$ cat config.mk
export PLATFORM = sky130hd
export DESIGN_NAME = reorder_buffer
export DESIGN_NICKNAME = d
export VERILOG_FILES = /design/src/rtl/rob_pkg.sv /design/src/rtl/reorder_buffer.sv
export SDC_FILE = /design/constraint.sdc
export NUM_CORES = 1
export LEC_CHECK = 0
export ABC_AREA = 1
export BUFFER_PORTS_ARGS = -buffer_cell sky130_fd_sc_hd__buf_2
export CAP_MARGIN = 10
export CORE_ASPECT_RATIO = 0.8
export CORE_MARGIN = 8
export CORE_UTILIZATION = 56
export CTS_CLUSTER_SIZE = 14
export DETAILED_ROUTE_END_ITERATION = 8
export PLACE_DENSITY = 0.73
export SLEW_MARGIN = 20
export SYNTH_ARGS = -nofsm -noshare
export SYNTH_HDL_FRONTEND = slang
export SYNTH_SLANG_ARGS = --single-unit
$ cat constraint.sdc
create_clock -name clk -period 4.2 [get_ports clk]
set_input_delay 0 -clock clk [delete_from_list [all_inputs] [get_ports clk]]
set_output_delay 0 -clock clk [all_outputs]
set_load 0.01 [all_outputs]
$ cat src/rtl/rob_pkg.sv
// -----------------------------------------------------------------------------
// rob_pkg
// Shared definitions for the reorder buffer: default geometry, derived index
// widths and the ROB entry record.
//
// The entry struct is sized from the ROB_* constants below. A reorder_buffer
// instance that overrides PREG_W or AREG_W must use the same values as this
// package, so change the geometry here.
// -----------------------------------------------------------------------------
package rob_pkg;

  localparam int ROB_DEPTH  = 16;
  localparam int ROB_PREG_W = 6;
  localparam int ROB_AREG_W = 5;
  localparam int ROB_IDX_W  = $clog2(ROB_DEPTH);
  // Head and tail carry one extra wrap bit above the index.
  localparam int ROB_PTR_W  = ROB_IDX_W + 1;

  typedef struct packed {
    logic                  valid;
    logic                  done;
    logic                  has_dest;
    logic [ROB_AREG_W-1:0] dr;
    logic [ROB_PREG_W-1:0] dr_p;
    logic [ROB_PREG_W-1:0] old_dr;
  } rob_entry_t;

  // Full when the indices match and the wrap bits differ.
  function automatic logic ptr_full(input logic [ROB_PTR_W-1:0] head,
                                    input logic [ROB_PTR_W-1:0] tail);
    return (head[ROB_PTR_W-1] != tail[ROB_PTR_W-1]) &&
           (head[ROB_PTR_W-2:0] == tail[ROB_PTR_W-2:0]);
  endfunction

endpackage

$ cat src/rtl/reorder_buffer.sv
// -----------------------------------------------------------------------------
// reorder_buffer
// In-order retirement buffer for a renamed out-of-order core. Rename allocates
// one entry per cycle at the tail, execution units mark entries done by index,
// and the head entry retires once it is done. Retirement publishes the
// architectural mapping and frees the previous physical register.
//
// Ports
//   clk, rst            clock; asynchronous active-high reset
//   alloc_valid         rename offers one instruction
//   alloc_has_dest      instruction writes a destination register
//   alloc_dr            architectural destination
//   alloc_dr_p          new physical destination
//   alloc_old_dr        previous physical mapping of alloc_dr
//   alloc_ready         buffer not full (allocation handshake)
//   alloc_rob_idx       index the current allocation receives (tail)
//   complete_valid      completion report
//   complete_idx        index being completed
//   retire_valid        head entry retires this cycle
//   retire_areg         architectural register committed
//   retire_preg         physical register committed
//   retire_free_valid   retire_free_preg returns to the free pool
//   retire_free_preg    old physical register released
//   flush               discard all entries
//   count               occupied entries (0..DEPTH)
// -----------------------------------------------------------------------------
module reorder_buffer
  import rob_pkg::*;
#(
  parameter int DEPTH  = ROB_DEPTH,
  parameter int PREG_W = ROB_PREG_W,
  parameter int AREG_W = ROB_AREG_W
) (
  input  logic                     clk,
  input  logic                     rst,

  input  logic                     alloc_valid,
  input  logic                     alloc_has_dest,
  input  logic [AREG_W-1:0]        alloc_dr,
  input  logic [PREG_W-1:0]        alloc_dr_p,
  input  logic [PREG_W-1:0]        alloc_old_dr,
  output logic                     alloc_ready,
  output logic [$clog2(DEPTH)-1:0] alloc_rob_idx,

  input  logic                     complete_valid,
  input  logic [$clog2(DEPTH)-1:0] complete_idx,

  output logic                     retire_valid,
  output logic [AREG_W-1:0]        retire_areg,
  output logic [PREG_W-1:0]        retire_preg,
  output logic                     retire_free_valid,
  output logic [PREG_W-1:0]        retire_free_preg,

  input  logic                     flush,
  output logic [$clog2(DEPTH):0]   count
);

  localparam int IDX_W = $clog2(DEPTH);

  logic [IDX_W:0]   head;
  logic [IDX_W:0]   tail;
  logic [IDX_W-1:0] head_idx;
  logic [IDX_W-1:0] tail_idx;
  logic             full;
  logic             alloc_fire;
  logic             complete_hit;
  rob_entry_t       head_ent;
  rob_entry_t       new_ent;

  // Entry storage. Only valid/done are reset; payload fields are written on
  // allocation and are meaningless while valid is low.
  rob_entry_t       ent [DEPTH];

  assign head_idx = head[IDX_W-1:0];
  assign tail_idx = tail[IDX_W-1:0];
  assign full     = ptr_full(head, tail);

  // Occupancy falls straight out of the wrap-extended pointers; the modulo
  // 2*DEPTH subtraction yields DEPTH when full and 0 when empty.
  assign count    = tail - head;

  // Allocation side. alloc_ready looks only at the registered pointers, so a
  // retire in the same cycle does not open a slot until the next cycle.
  assign alloc_ready   = !full;
  assign alloc_rob_idx = tail_idx;
  assign alloc_fire    = alloc_valid && !full && !flush;

  // Completions aimed at empty slots (stale or already flushed) are dropped.
  assign complete_hit  = complete_valid && ent[complete_idx].valid;

  always_comb begin
    new_ent          = '0;
    new_ent.valid    = 1'b1;
    new_ent.done     = 1'b0;
    new_ent.has_dest = alloc_has_dest;
    new_ent.dr       = alloc_dr;
    new_ent.dr_p     = alloc_dr_p;
    new_ent.old_dr   = alloc_old_dr;
  end

  // Retire side: purely combinational from the head entry. Flush suppresses
  // retirement, and every retire output is forced to zero when not retiring.
  assign head_ent = ent[head_idx];

  always_comb begin
    retire_valid      = 1'b0;
    retire_areg       = '0;
    retire_preg       = '0;
    retire_free_valid = 1'b0;
    retire_free_preg  = '0;
    if (!flush && head_ent.valid && head_ent.done) begin
      retire_valid      = 1'b1;
      retire_areg       = head_ent.dr;
      retire_preg       = head_ent.dr_p;
      retire_free_valid = head_ent.has_dest;
      retire_free_preg  = head_ent.old_dr;
    end
  end

  // State update: flush outranks everything; otherwise completion, retire
  // and allocation all land on the same edge. Allocation never targets a
  // valid slot (it requires !full), so its write cannot collide with the
  // completion or retire writes.
  always_ff @(posedge clk or posedge rst) begin
    if (rst) begin
      head <= '0;
      tail <= '0;
      for (int i = 0; i < DEPTH; i++) begin
        ent[i].valid <= 1'b0;
        ent[i].done  <= 1'b0;
      end
    end else if (flush) begin
      head <= '0;
      tail <= '0;
      for (int i = 0; i < DEPTH; i++) begin
        ent[i].valid <= 1'b0;
        ent[i].done  <= 1'b0;
      end
    end else begin
      if (complete_hit) begin
        ent[complete_idx].done <= 1'b1;
      end
      if (retire_valid) begin
        ent[head_idx].valid <= 1'b0;
        ent[head_idx].done  <= 1'b0;
        head                <= head + 1'b1;
      end
      if (alloc_fire) begin
        ent[tail_idx] <= new_ent;
        tail          <= tail + 1'b1;
      end
    end
  end

endmodule

# --- Word-level counts from Yosys, hierarchy flattened ---
# Cells that the tools add are included.
word_totals:
  register_bits: 330
  wordCells: 176
op_classes:
  addsub: 3
  n_lt_le_gt_ge: 6
  n_eq_ne: 2
  n_mux: 48
  n_bitwise: 5
  n_reduce_logical: 14
ops:
  columns: ["operator", "n"]
  rows:
  - ["320-bit two-way mux", 5]
  - ["320-bit bitwise mux", 4]
  - ["20-bit demux with 4-bit select", 4]
  - ["20-bit binary-select mux with 4-bit select", 2]
  - ["20-bit two-way mux", 6]
  - ["19-bit two-way mux", 2]
  - ["2-bit two-way mux", 16]
  - ["5-bit two-way mux", 5]
  - ["5-bit >= comparator (second input constant)", 3]
  - ["5-bit by 1-bit less-than comparator with 1-bit output (second input constant)", 3]
  - ["4-bit inverter with 5-bit output", 3]
  - ["6-bit two-way mux", 2]
  - ["5-bit by 1-bit adder with 5-bit output (second input constant)", 2]
  - ["1-bit logical AND", 9]
  - ["5-bit subtractor", 1]
  - ["4-bit equality test", 1]
  - ["2-bit nonzero test", 2]
  - ["1-bit logical NOT", 2]
  - ["1-bit two-way mux", 2]
  - ["1-bit inverter", 2]
  - ["2-bit AND reduction", 1]
  - ["1-bit inequality test", 1]

# --- Logic depth before layout (Yosys ltp) ---
# Gate-level depths: netlist (run 1).
logic_depth:
  depth_word: 15
  ltp_mapped: 14
  ltp_nobuf: 13

# --- Worst setup path before layout (run 1) ---
# OpenSTA, ideal clock, no wires.
synth_timing:
  path_kind: "register -> register"
  startpoint: "register head[1] (netlist name)"
  endpoint: "register ent[280] (netlist bit) (enable)"
  setup_ps: 392
  t_arrival_ps: 3078
  required_time_ps: 3808
  setup_slack_ps: 729
  stages_incl_launch_ff: 13
  n_path_buf: 5
  synth_period_minus_slack_ps: 3471
  cell_sequence: "dfrtp_1 > buf_2 > inv_2 > buf_2 > clkbuf_1 > ha_1 > nand4_2 > nand2_2 > nor2_4 > buf_6 > nand2_1 > buf_2 > nor2_1"
synth_lines:
  columns: ["item", "line_no", "text"]
  rows:
  - ["to (signal, indexed assignment)", "reorder_buffer.sv:149", "ent[tail_idx] <= new_ent;"]
  - ["to (decl)", "reorder_buffer.sv:72", "rob_entry_t ent [DEPTH];"]

# --- Worst setup path in the final report (run 1) ---
layout_timing:
  startpoint: "register head[0]"
  endpoint: "output port retire_areg[3]"
layout_between:
  elab_chain_len: 7
layout_lines:
  columns: ["item", "line_no", "text"]
  rows:
  - ["from (decl)", "reorder_buffer.sv:60", "logic [IDX_W:0] head;"]
  - ["from (signal assigned)", "reorder_buffer.sv:146", "head <= head + 1'b1;"]
  - ["4-bit inverter with 5-bit output (implied by the code) (*)", "reorder_buffer.sv:103", "assign head_ent = ent[head_idx];"]
  - ["20-bit binary-select mux with 4-bit select (*)", "reorder_buffer.sv:103", null]
  - ["20-bit two-way mux (implied by the code) (*) (2 in series)", "reorder_buffer.sv:103", null]
  - ["1-bit logical AND (2 in series)", "reorder_buffer.sv:111", "if (!flush && head_ent.valid && head_ent.done) begin"]
  - ["5-bit two-way mux (*)", "reorder_buffer.sv:111", null]
  - ["to (decl)", "reorder_buffer.sv:49", "output logic [AREG_W-1:0] retire_areg,"]
# Mark *: on every way between the ends. The rest lies on a longest branch, timed or not. The select of a mux whose other input is x is not followed.

==> metrics.txt, run 1 <==
placed wire-length estimate=26.06 mm; vias in the first global route=11880; final instance area=approximately 17000 um^2; post-synthesis adder-cell area fraction=0.01069; WS Path Type=reg -> out; Final nets=roughly 1700; Syn Std Cell Area=approximately 16000 um^2; FMAX=between 200 and 300 MHz; FF-to-FF path depth=10; Final Hold Fails=0; Seq/Total Area, Yosys=0.6095; Setup TNS=0 ps; Core Area=around 28000 um^2; vias per inst=slightly above 6; compound-gate portion of the synthesized area=0.1056; routed len/inst=22.04 um; Post-CTS Setup Inserts=0; Post-Syn Nets=approximately 1700; fraction of layout cells with a size suffix above 1=0.1217; IO buf count=55; Clock Latency Late Sink=between 500 and 600 ps; most used cell along the critical path=buf_4; TritonCTS Buffers=35; die area=between 30000 and 40000 um^2; Top Family by Delay on Critical Path=buffers and inverters; crit path from=head[0]; CTS clk-pin slew, worst paths=~60 ps; CTS tree=done; status=finished, final reports clean; hold_sp=alloc_old_dr[3]; endpoint class of the critical path=primary output; CP Depth=7; minimum clock period=between 3000 and 4000 ps; slew of the pin with the lowest slew margin=roughly 1100 ps; Yosys reg bits=330; clk buf depth=3; Startpoint Class=register; Most used DFF post-synth=edfxtp_1; Critical Path RT=4200 ps; worst vdd ir=0.2707 mV; vias=around 12000; Power Density=between 300 and 400 nW/um^2; TritonRoute pass-1 iters=5; Post-route DRC=0; Die X=between 200 and 250 um; n_diodes=0; Synth async-reset ratio=0.1273; area grow syn2layout=9.270%; Post-Synth Simple-Gate Area=0.2044; main combinational cell family by area after synthesis=simple AND/OR/NAND/NOR gates; met2 Use GR=0.3893; die height=between 150 and 200 um; Root Buffer Master=clkbuf_16; Tot GR Track Use=0.2566; FILL cells=between 2000 and 2500; Initial Util=0.5654; Buf/Inv on CP=3; CP max FO=84; initial drt markers=roughly 1800; Worst slew margin=0.2513; Avg Inst Size Synth=around 9.8 um^2; Yosys cell types=37; synth warn=0; MaxCap Viol Count=0; CTS H-Tree Depth=2; number of hold buffers added after cts=4; arrival time at the worst endpoint=around 3800 ps; post-synthesis mux area share=0; met1 global-route usage=0.3657; EDFF count, synth=between 200 and 300; max-slew violation count=0; grt peak-use layer=met2; leakage=between 0.007 and 0.008 uW; RSZ-0062 raised after global routing=false; GPL Wtd Cong=about 0.89; Layout Skew=between 15 and 20 ps; critical-path cell list=buf_4 > buf_4 > nand2_1 > a32oi_1 > o22ai_1 > nor3_2 > buf_2; Largest stage delay, worst path=around 860 ps; xor/xnor cell area share of the yosys netlist=0.003853; Resized Gates After CTS=0; GR Layer Usage met3=0.05449; post-synthesis cell count=approximately 1600; CP max stage cell=buf_4; total power=roughly 6800 uW; initial antenna violation count=0; hold depth=3; FP Rows=55; clk sinks=330; Routed Antenna Nets=0; final setup vio count=0; first-pass GRT wire length=between 60 and 70 mm; largest net degree at the start of global routing=~100; worst min path class=in -> reg; # IOs=56; FF-to-FF Start=head[2]; Placed Area=16250 um^2; hold slack=roughly 46 ps; wirelength, routed=44.55 mm; grt total ovfl=0; final period utilization=0.8978
-- sequential cells by signal (all words and copies together) (netlist names) --
signal	count
ent	320
head	5
tail	5
-- metrics by stage --
stage / setup WS, ps / instances / utilization
6_report: 429.1 / 2021 / 0.6178
5_1_grt: 353.6 / 2021 / 0.6178
4_1_cts: 525.5 / 2021 / 0.6176
3_5_place_dp: 1006 / 1958 / 0.5773
3_3_place_gp: 1128 / 1958 / 0.5764
2_1_floorplan: 729.3 / 1631 / -
-- path summary, 6_finish.rpt --
kind	slack (ps)	endpoint
max in group asynchronous	3490	head[0]
min reg2reg	520	ent[179]
max reg2reg	1010	ent[33]
min in group asynchronous	270	ent[38]
max	430	retire_areg[3]
min	50	ent[223]
-- metal layers --
layer  vias to the layer above  wire length (um)  part of all wire
li1                       5536                 -                 -
met1                      5896             17850              0.40
met2                       791             20040              0.45
met3                        91              5461              0.12
met4                         0              1199             0.027
met5                         -                 0                 0
-- cell type report --
cell class / instances / area, um^2 / area share
Timing Repair Buffer: 89 / 540.5 / 0.03109
Multi-Input combinational cell: 1082 / 5235 / 0.3011
Tap cell: 370 / 462.9 / 0.02662
Clock inverter: 16 / 166.4 / 0.009570
Inverter: 91 / 351.6 / 0.02022
Sequential cell: 330 / 9704 / 0.5581
Clock buffer: 43 / 927.1 / 0.05332
-- synthesized netlist by cell type (all sizes together) (5+ instances only) --
cell    number  share of area
nor2       363          0.089
nand2      317          0.078
edfxtp     288           0.54
a21oi      158          0.050
buf         96          0.036
inv         89          0.021
nand3       74          0.024
a22oi       54          0.025
dfrtp       42          0.066
o22ai       36          0.014
clkbuf      32         0.0075
nor3        19          0.012
a32oi       18         0.0099
o21ai       18         0.0057
ha          12         0.0094
xor2         5         0.0028
-- logic make-up (layout without fill, tap and decap cells) --
| kind of cell | Yosys count | in the layout |
|---|---|---|
| simple gates | 777 | 777 |
| flops | 330 | 330 |
| compound gates | 285 | 285 |
| buf+inv | 219 | 239 |
| fa+ha+maj | 13 | 13 |
| xor+xnor | 7 | 7 |
-- report_power, final --
part | internal (uW) | switching [uW] | leakage (uW) | total [uW]
registers | 3530 | 7.12 | 0.00359 | 3540
logic | 47.4 | 176 | 0.00317 | 224
clock network | 1750 | 1260 | 0.000535 | 3010
-- layout by cell type, fill, tap and decap left out, types with 15 or more instances in the layout --
master / netlist / routed
a22oi_1: 54 / 54
a32oi_1: 18 / 18
nand2_1: 307 / 307
nor2_2: 11 / 21
a21oi_1: 158 / 158
buf_2: 66 / 55
clkbuf_16: 0 / 36
inv_1: 84 / 83
nand3_1: 72 / 72
nor2_1: 349 / 333
o22ai_1: 36 / 36
o21ai_0: 15 / 15
dfrtp_1: 42 / 40
buf_4: 14 / 30
nor3_2: 18 / 18
edfxtp_1: 288 / 288
-- tightest hold or removal path: stages --
cell,delay [ps]
buf_2,70
inv_1,220
nor2_1,160
Note: power is estimated with default switching activity, not from simulation.
==> run 2: changes to the inputs <==
--- a/config.mk
+++ b/config.mk
@@ -14,6 +14,7 @@
 export CTS_CLUSTER_SIZE = 14
 export DETAILED_ROUTE_END_ITERATION = 8
 export PLACE_DENSITY = 0.73
+export SETUP_SLACK_MARGIN = 0.4
 export SLEW_MARGIN = 20
 export SYNTH_ARGS = -nofsm -noshare
 export SYNTH_HDL_FRONTEND = slang
==> constraint.sdc (replaced) <==
create_clock -name clk -period 3.9 [get_ports clk]
set_input_delay 0 -clock clk [delete_from_list [all_inputs] [get_ports clk]]
set_output_delay 0 -clock clk [all_outputs]
set_load 0.01 [all_outputs]
==> metrics.txt, run 2 (synthesized netlist as in run 1, its figures left out) <==
FILL cells=2361 (was 2289); # IOs=56 (unchanged); MaxCap Viol Count=0 (unchanged); vias per inst=5.987 (was 6.093); vias=12120 (was 12310); worst vdd ir=0.4047 mV (was 0.2707 mV); Setup TNS=0 ps (unchanged); leakage=0.007240 uW (was 0.007292 uW); most used cell along the critical path=nand2_1 (was buf_4); Final Hold Fails=0 (unchanged); met2 routed WL=19.13 mm (was 20.04 mm); Clock Latency Late Sink=580 ps (was 530 ps); Buf/Inv on CP=2 (was 3); arrival time at the worst endpoint=3410 ps (was 3770 ps); routed len/inst=21.31 um (was 22.04 um); flop2flop setup slack=830 ps (was 1010 ps); GPL Wtd Cong=0.8729 (was 0.8943); final period utilization=0.8744; highest layer used for signal routing=met4 (unchanged); Final nets=1670 (was 1669); worst min path class=in -> reg (unchanged); final instance area=17250 um^2 (was 17390 um^2); fraction of layout cells with a size suffix above 1=0.1221 (was 0.1217); Worst slew margin=0.2536 (was 0.2513); Critical Path RT=3900 ps (was 4200 ps); placed wire-length estimate=26.49 mm (was 26.06 mm); CTS clk-pin slew, worst paths=60 ps (about the same); status=finished, final reports clean (unchanged); WL met3=4.839 mm (was 5.461 mm); Post-route DRC=0 (unchanged); wirelength, routed=43.14 mm (was 44.55 mm); Die X=204.5 um (unchanged); RSZ-0062 raised after global routing=false (unchanged); initial antenna violation count=0 (unchanged); max-slew violation count=0 (unchanged); CTS tree=done (unchanged); Layout Skew=17.65 ps (was 16.85 ps); registers with the most flip-flops=ent x320, head x5, tail x5 (unchanged); slew of the pin with the lowest slew margin=1118 ps (was 1122 ps); Initial Util=0.5654 (unchanged); FMAX=~290 MHz; FP Rows=55 (unchanged); endpoint class of the critical path=primary output (unchanged); CTS H-Tree Depth=1 (was 2); n_diodes=0 (unchanged); die area=34100 um^2 (unchanged); CP max FO=84 (unchanged); first-pass GRT wire length=66.65 mm (was 67.92 mm); TritonCTS Buffers=31 (was 35); clk buf depth=3 (unchanged); WL met1=18.13 mm (was 17.85 mm); area grow syn2layout=8.421% (was 9.270%); Top reg by flops=ent (unchanged); Top Family by Delay on Critical Path=simple AND/OR/NAND/NOR gates (was buffers and inverters); commonest non-fill, non-tap cell in the layout=nor2_1 (unchanged); clk sinks=330 (unchanged); Power Density=398.4 nW/um^2 (was 389.8 nW/um^2); die height=166.8 um (unchanged); Largest stage delay, worst path=580 ps (was 860 ps); CP max stage cell=buf_6 (was buf_4); commonest non-fill, non-tap cells in the layout=nor2_1, nand2_1, edfxtp_1 (unchanged); Root Buffer Master=clkbuf_16 (unchanged); final setup vio count=0 (unchanged); TritonRoute pass-1 iters=6 (was 5); Core Area=28150 um^2 (unchanged); Placed Area=16240 um^2 (was 16250 um^2); critical-path cell list=buf_6 > nand2_1 > nand3_1 > nand2_1 > nand2_1 > nand3_2 > nor2_8 > nand2_4 > nor3_2 > buf_2 (was buf_4 > buf_4 > nand2_1 > a32oi_1 > o22ai_1 > nor3_2 > buf_2); Startpoint Class=register (unchanged); vias in the first global route=11430 (was 11880); max reg flops=320 (unchanged); initial drt markers=1388 (was 1797); WS Path Type=reg -> out (unchanged); minimum clock period=3410 ps; largest net degree at the start of global routing=106 (was 103); IO buf count=55 (unchanged); grt total ovfl=0 (unchanged); Routed Antenna Nets=0 (unchanged); Tot GR Track Use=0.2498 (was 0.2566)
[run 2: cell types whose count changed in the layout (fill, tap and decap cells not counted), moves of 2 or more]
cell / delta
clkbuf_1: -3
clkinv_1: +2
bufinv_16: -2
nor2_4: -4
clkinv_2: +7
nor2_2: +4
clkbuf_16: -5
dlygate4sd3_1: +3
[run 2: area by class of cell]
type	instances	area, um^2	area share
sequential	330	9704	0.5625
tap	370	462.9	0.02683
clock inverter	22	131.4	0.007615
clock buffer	35	790.8	0.04583
timing repair buffer	94	596.8	0.03459
inverter	91	351.6	0.02038
multi-input combinational	1082	5215	0.3023
[run 2: layer usage]
metal	vias to the layer above	global-route usage
met5	-	0
met4	0	0.06565
met3	79	0.05022
met2	692	0.3671
met1	5808	0.3733
li1	5539	-
[run 2: what timing repair did]
item                                    4_1_cts  5_1_grt
hold buffers                                  7        0
gates cloned                                  0        0
endpoints found under the setup margin       16        1
buffers inserted                              0        0
endpoints found under the hold margin        86        0
resized for setup                             2        2
[run 2: power breakdown]
group          switching, uW  internal [uW]  total, uW
Combinational            185           52.3        237
Sequential              7.06           3800       3810
Clock                   1310           1520       2830
[run 2: worst paths after layout]
kind | from | endpoint | cells after the start
min in group asynchronous | rst | ent[59] | 4
setup / recovery | head[0] | retire_preg[5] | 10
hold / removal | alloc_dr[2] | ent[194] | 3
hold reg to reg | ent[179] | ent[179] | 2
setup reg to reg | head[2] | ent[297] | 10
max in group asynchronous | rst | head[0] | 4
[run 2: worst min-delay path, delay by kind of cell]
family | cells | cell delay (ps)
simple gates | 1 | 170
buf+inv | 2 | 320
[run 2: through the flow]
step | power [uW] | hold slack [ps] | cells | utilization | setup slack, ps
detailed placement | 4113 | 294.7 | 1960 | 0.5770 | 805.6
finish | 6874 | 36.58 | 2024 | 0.6130 | 489.8
floorplan | 4031 | 179.6 | 1631 | - | 429.3
global placement | 4111 | 296.4 | 1960 | 0.5770 | 813.5
CTS | 6900 | 14.17 | 2024 | 0.6125 | 594.6
global route | 7062 | 62.23 | 2024 | 0.6130 | 414.2
==> run 3: changes to the inputs <==
--- a/config.mk
+++ b/config.mk
@@ -13,6 +13,7 @@
 export CORE_UTILIZATION = 56
 export CTS_CLUSTER_SIZE = 14
 export DETAILED_ROUTE_END_ITERATION = 8
+export GPL_TIMING_DRIVEN = 0
 export PLACE_DENSITY = 0.73
 export SETUP_SLACK_MARGIN = 0.4
 export SLEW_MARGIN = 20
==> metrics.txt, run 3 (synthesized netlist as in run 1, its figures left out) <==
total power=7313 uW (was 6874 uW); grt total ovfl=0 (unchanged); vias in the first global route=12910 (was 11430); Power Density=396.4 nW/um^2 (was 398.4 nW/um^2); TritonCTS Buffers=34 (was 31); die height=166.8 um (unchanged); fraction of layout cells with a size suffix above 1=0.1641 (was 0.1221); critical-path cell list=clkbuf_4 > inv_4 > clkbuf_4 > clkbuf_8 > ha_1 > nand4_2 > nand2_2 > nor2_4 > nand3_1 > buf_2 > nor2_4 > buf_12 (was buf_6 > nand2_1 > nand3_1 > nand2_1 > nand2_1 > nand3_2 > nor2_8 > nand2_4 > nor3_2 > buf_2); worst min path class=in -> reg (unchanged); hold slack=23.52 ps (was 36.58 ps); largest net degree at the start of global routing=29 (was 106); max reg flops=320 (unchanged); vias per inst=6.339 (was 5.987); FILL cells=2253 (was 2361); final setup vio count=0 (unchanged); arrival time at the worst endpoint=3670 ps (was 3410 ps); endpoint class of the critical path=register (was primary output); final core occ=0.6554 (was 0.6130); commonest non-fill, non-tap cell in the layout=nor2_1 (unchanged); TritonRoute pass-1 iters=6 (unchanged); Final nets=1813 (was 1670); Layout Skew=18.86 ps (was 17.65 ps); n_diodes=0 (unchanged); initial drt markers=2081 (was 1388); Final Hold Fails=0 (unchanged); clk sinks=330 (unchanged); status=finished, final reports clean (unchanged); Startpoint Class=register (unchanged); vias=13740 (was 12120); Routed Antenna Nets=0 (unchanged); Core Area=28150 um^2 (unchanged); FF-to-FF path depth=12 (was 10); Tot GR Track Use=0.3350 (was 0.2498); Setup TNS=0 ps (unchanged); Top reg by flops=ent (unchanged); Die X=204.5 um (unchanged); MaxCap Viol Count=0 (unchanged); die area=34100 um^2 (unchanged); registers with the most flip-flops=ent x320, head x5, tail x5 (unchanged); Largest stage delay, worst path=460 ps (was 580 ps); CTS H-Tree Depth=2 (was 1); Clock Latency Late Sink=530 ps (was 580 ps); placed wire-length estimate=39.73 mm (was 26.49 mm); initial antenna violation count=0 (unchanged); slew of the pin with the lowest slew margin=1026 ps (was 1118 ps); FMAX=289.4 MHz (was 293.2 MHz); FP Rows=55 (unchanged); leakage=0.007810 uW (was 0.007240 uW); hold depth=3 (unchanged); max-slew violation count=0 (unchanged); final instance area=18450 um^2 (was 17250 um^2); CTS tree=done (unchanged); IO buf count=53 (was 55); GPL Wtd Cong=0.9868 (was 0.8729); first-pass GRT wire length=84.01 mm (was 66.65 mm); Initial Util=0.5654 (unchanged); RSZ-0062 raised after global routing=false (unchanged); Worst slew margin=0.3159 (was 0.2536); wirelength, routed=58.27 mm (was 43.14 mm); final period utilization=0.8861 (was 0.8744); CP max stage cell=dfrtp_1 (was buf_6); Root Buffer Master=clkbuf_16 (unchanged); clk buf depth=3 (unchanged); Critical Path RT=4110 ps (was 3900 ps); CTS clk-pin slew, worst paths=60 ps (about the same); Post-route DRC=0 (unchanged); minimum clock period=3456 ps (was 3410 ps); Placed Area=16900 um^2 (was 16240 um^2); WS Path Type=reg -> reg (was reg -> out); area grow syn2layout=15.92% (was 8.421%); CP max FO=18 (was 84); # IOs=56 (unchanged); worst vdd ir=0.3159 mV (was 0.4047 mV); commonest non-fill, non-tap cells in the layout=nor2_1, nand2_1, edfxtp_1 (unchanged); routed len/inst=26.88 um (was 21.31 um)
==> run 3: cell count changes in the layout (fill, tap and decap cells not counted), sizes merged <==
cell,delta
buf,+92
inv,+2
clkinvlp,-1
bufinv,+1
clkbuf,+49
clkinv,-10
dlygate4sd3,+11
==> run 3: path summary, 6_finish.rpt <==
check	from	end	slack, ps
setup / recovery	head[1]	ent[56]	440
setup reg to reg	head[1]	ent[56]	440
hold / removal	alloc_dr[1]	ent[153]	20
hold reg to reg	ent[179]	ent[179]	520
max in group asynchronous	rst	ent[159]	3230
min in group asynchronous	rst	ent[58]	170
==> run 3: area by class of cell <==
| class | count | area [um^2] | share of cell area |
|---|---|---|---|
| tap | 370 | 462.9 | 0.02510 |
| timing repair buffer | 106 | 873.3 | 0.04734 |
| buffer | 128 | 723.2 | 0.03921 |
| sequential | 330 | 9699 | 0.5258 |
| inverter | 91 | 352.8 | 0.01913 |
| multi-input combinational | 1082 | 5290 | 0.2868 |
| clock buffer | 47 | 930.9 | 0.05046 |
| clock inverter | 14 | 113.9 | 0.006172 |
==> run 3: critical path: cells and delay by family (launching register included) <==
kind          cells  cell delay (ps)
simple gates      5              910
flops             1              460
fa+ha+maj         1              270
buf+inv           6             1460
==> run 3: report_power, final <==
part           internal [uW]  switching [uW]  leakage (uW)
clock network           1800            1400      0.000509
registers               3800            7.52       0.00359
logic                   75.1             223       0.00371
total                   5680            1630       0.00781
==> run 3: routing by layer <==
metal / GRT usage / vias to the layer above / part of all wire
met4: 0.1613 / 2 / 0.055
li1: - / 5832 / -
met2: 0.4631 / 1261 / 0.41
met3: 0.1303 / 195 / 0.18
met1: 0.4553 / 6452 / 0.36
met5: 0 / - / 0.00050
==> run 3: per-stage QoR <==
step                      instances  setup WS, ps
after CTS                      2159         409.8
after global routing           2168         404.1
after detailed placement       2068        -478.2
final                          2168         444.0
after floorplan                1631         429.3
after global placement         2054         -1477
==> run 3: repair_timing <==
action / in CTS / in global routing
gates resized for setup: 17 / 10
endpoints found under the setup margin: 450 / 239
buffers inserted: 12 / 9
hold buffers: 18 / 0
endpoints found under the hold margin: 127 / 0
cloned: 0 / 0
pin swaps: 9 / 4
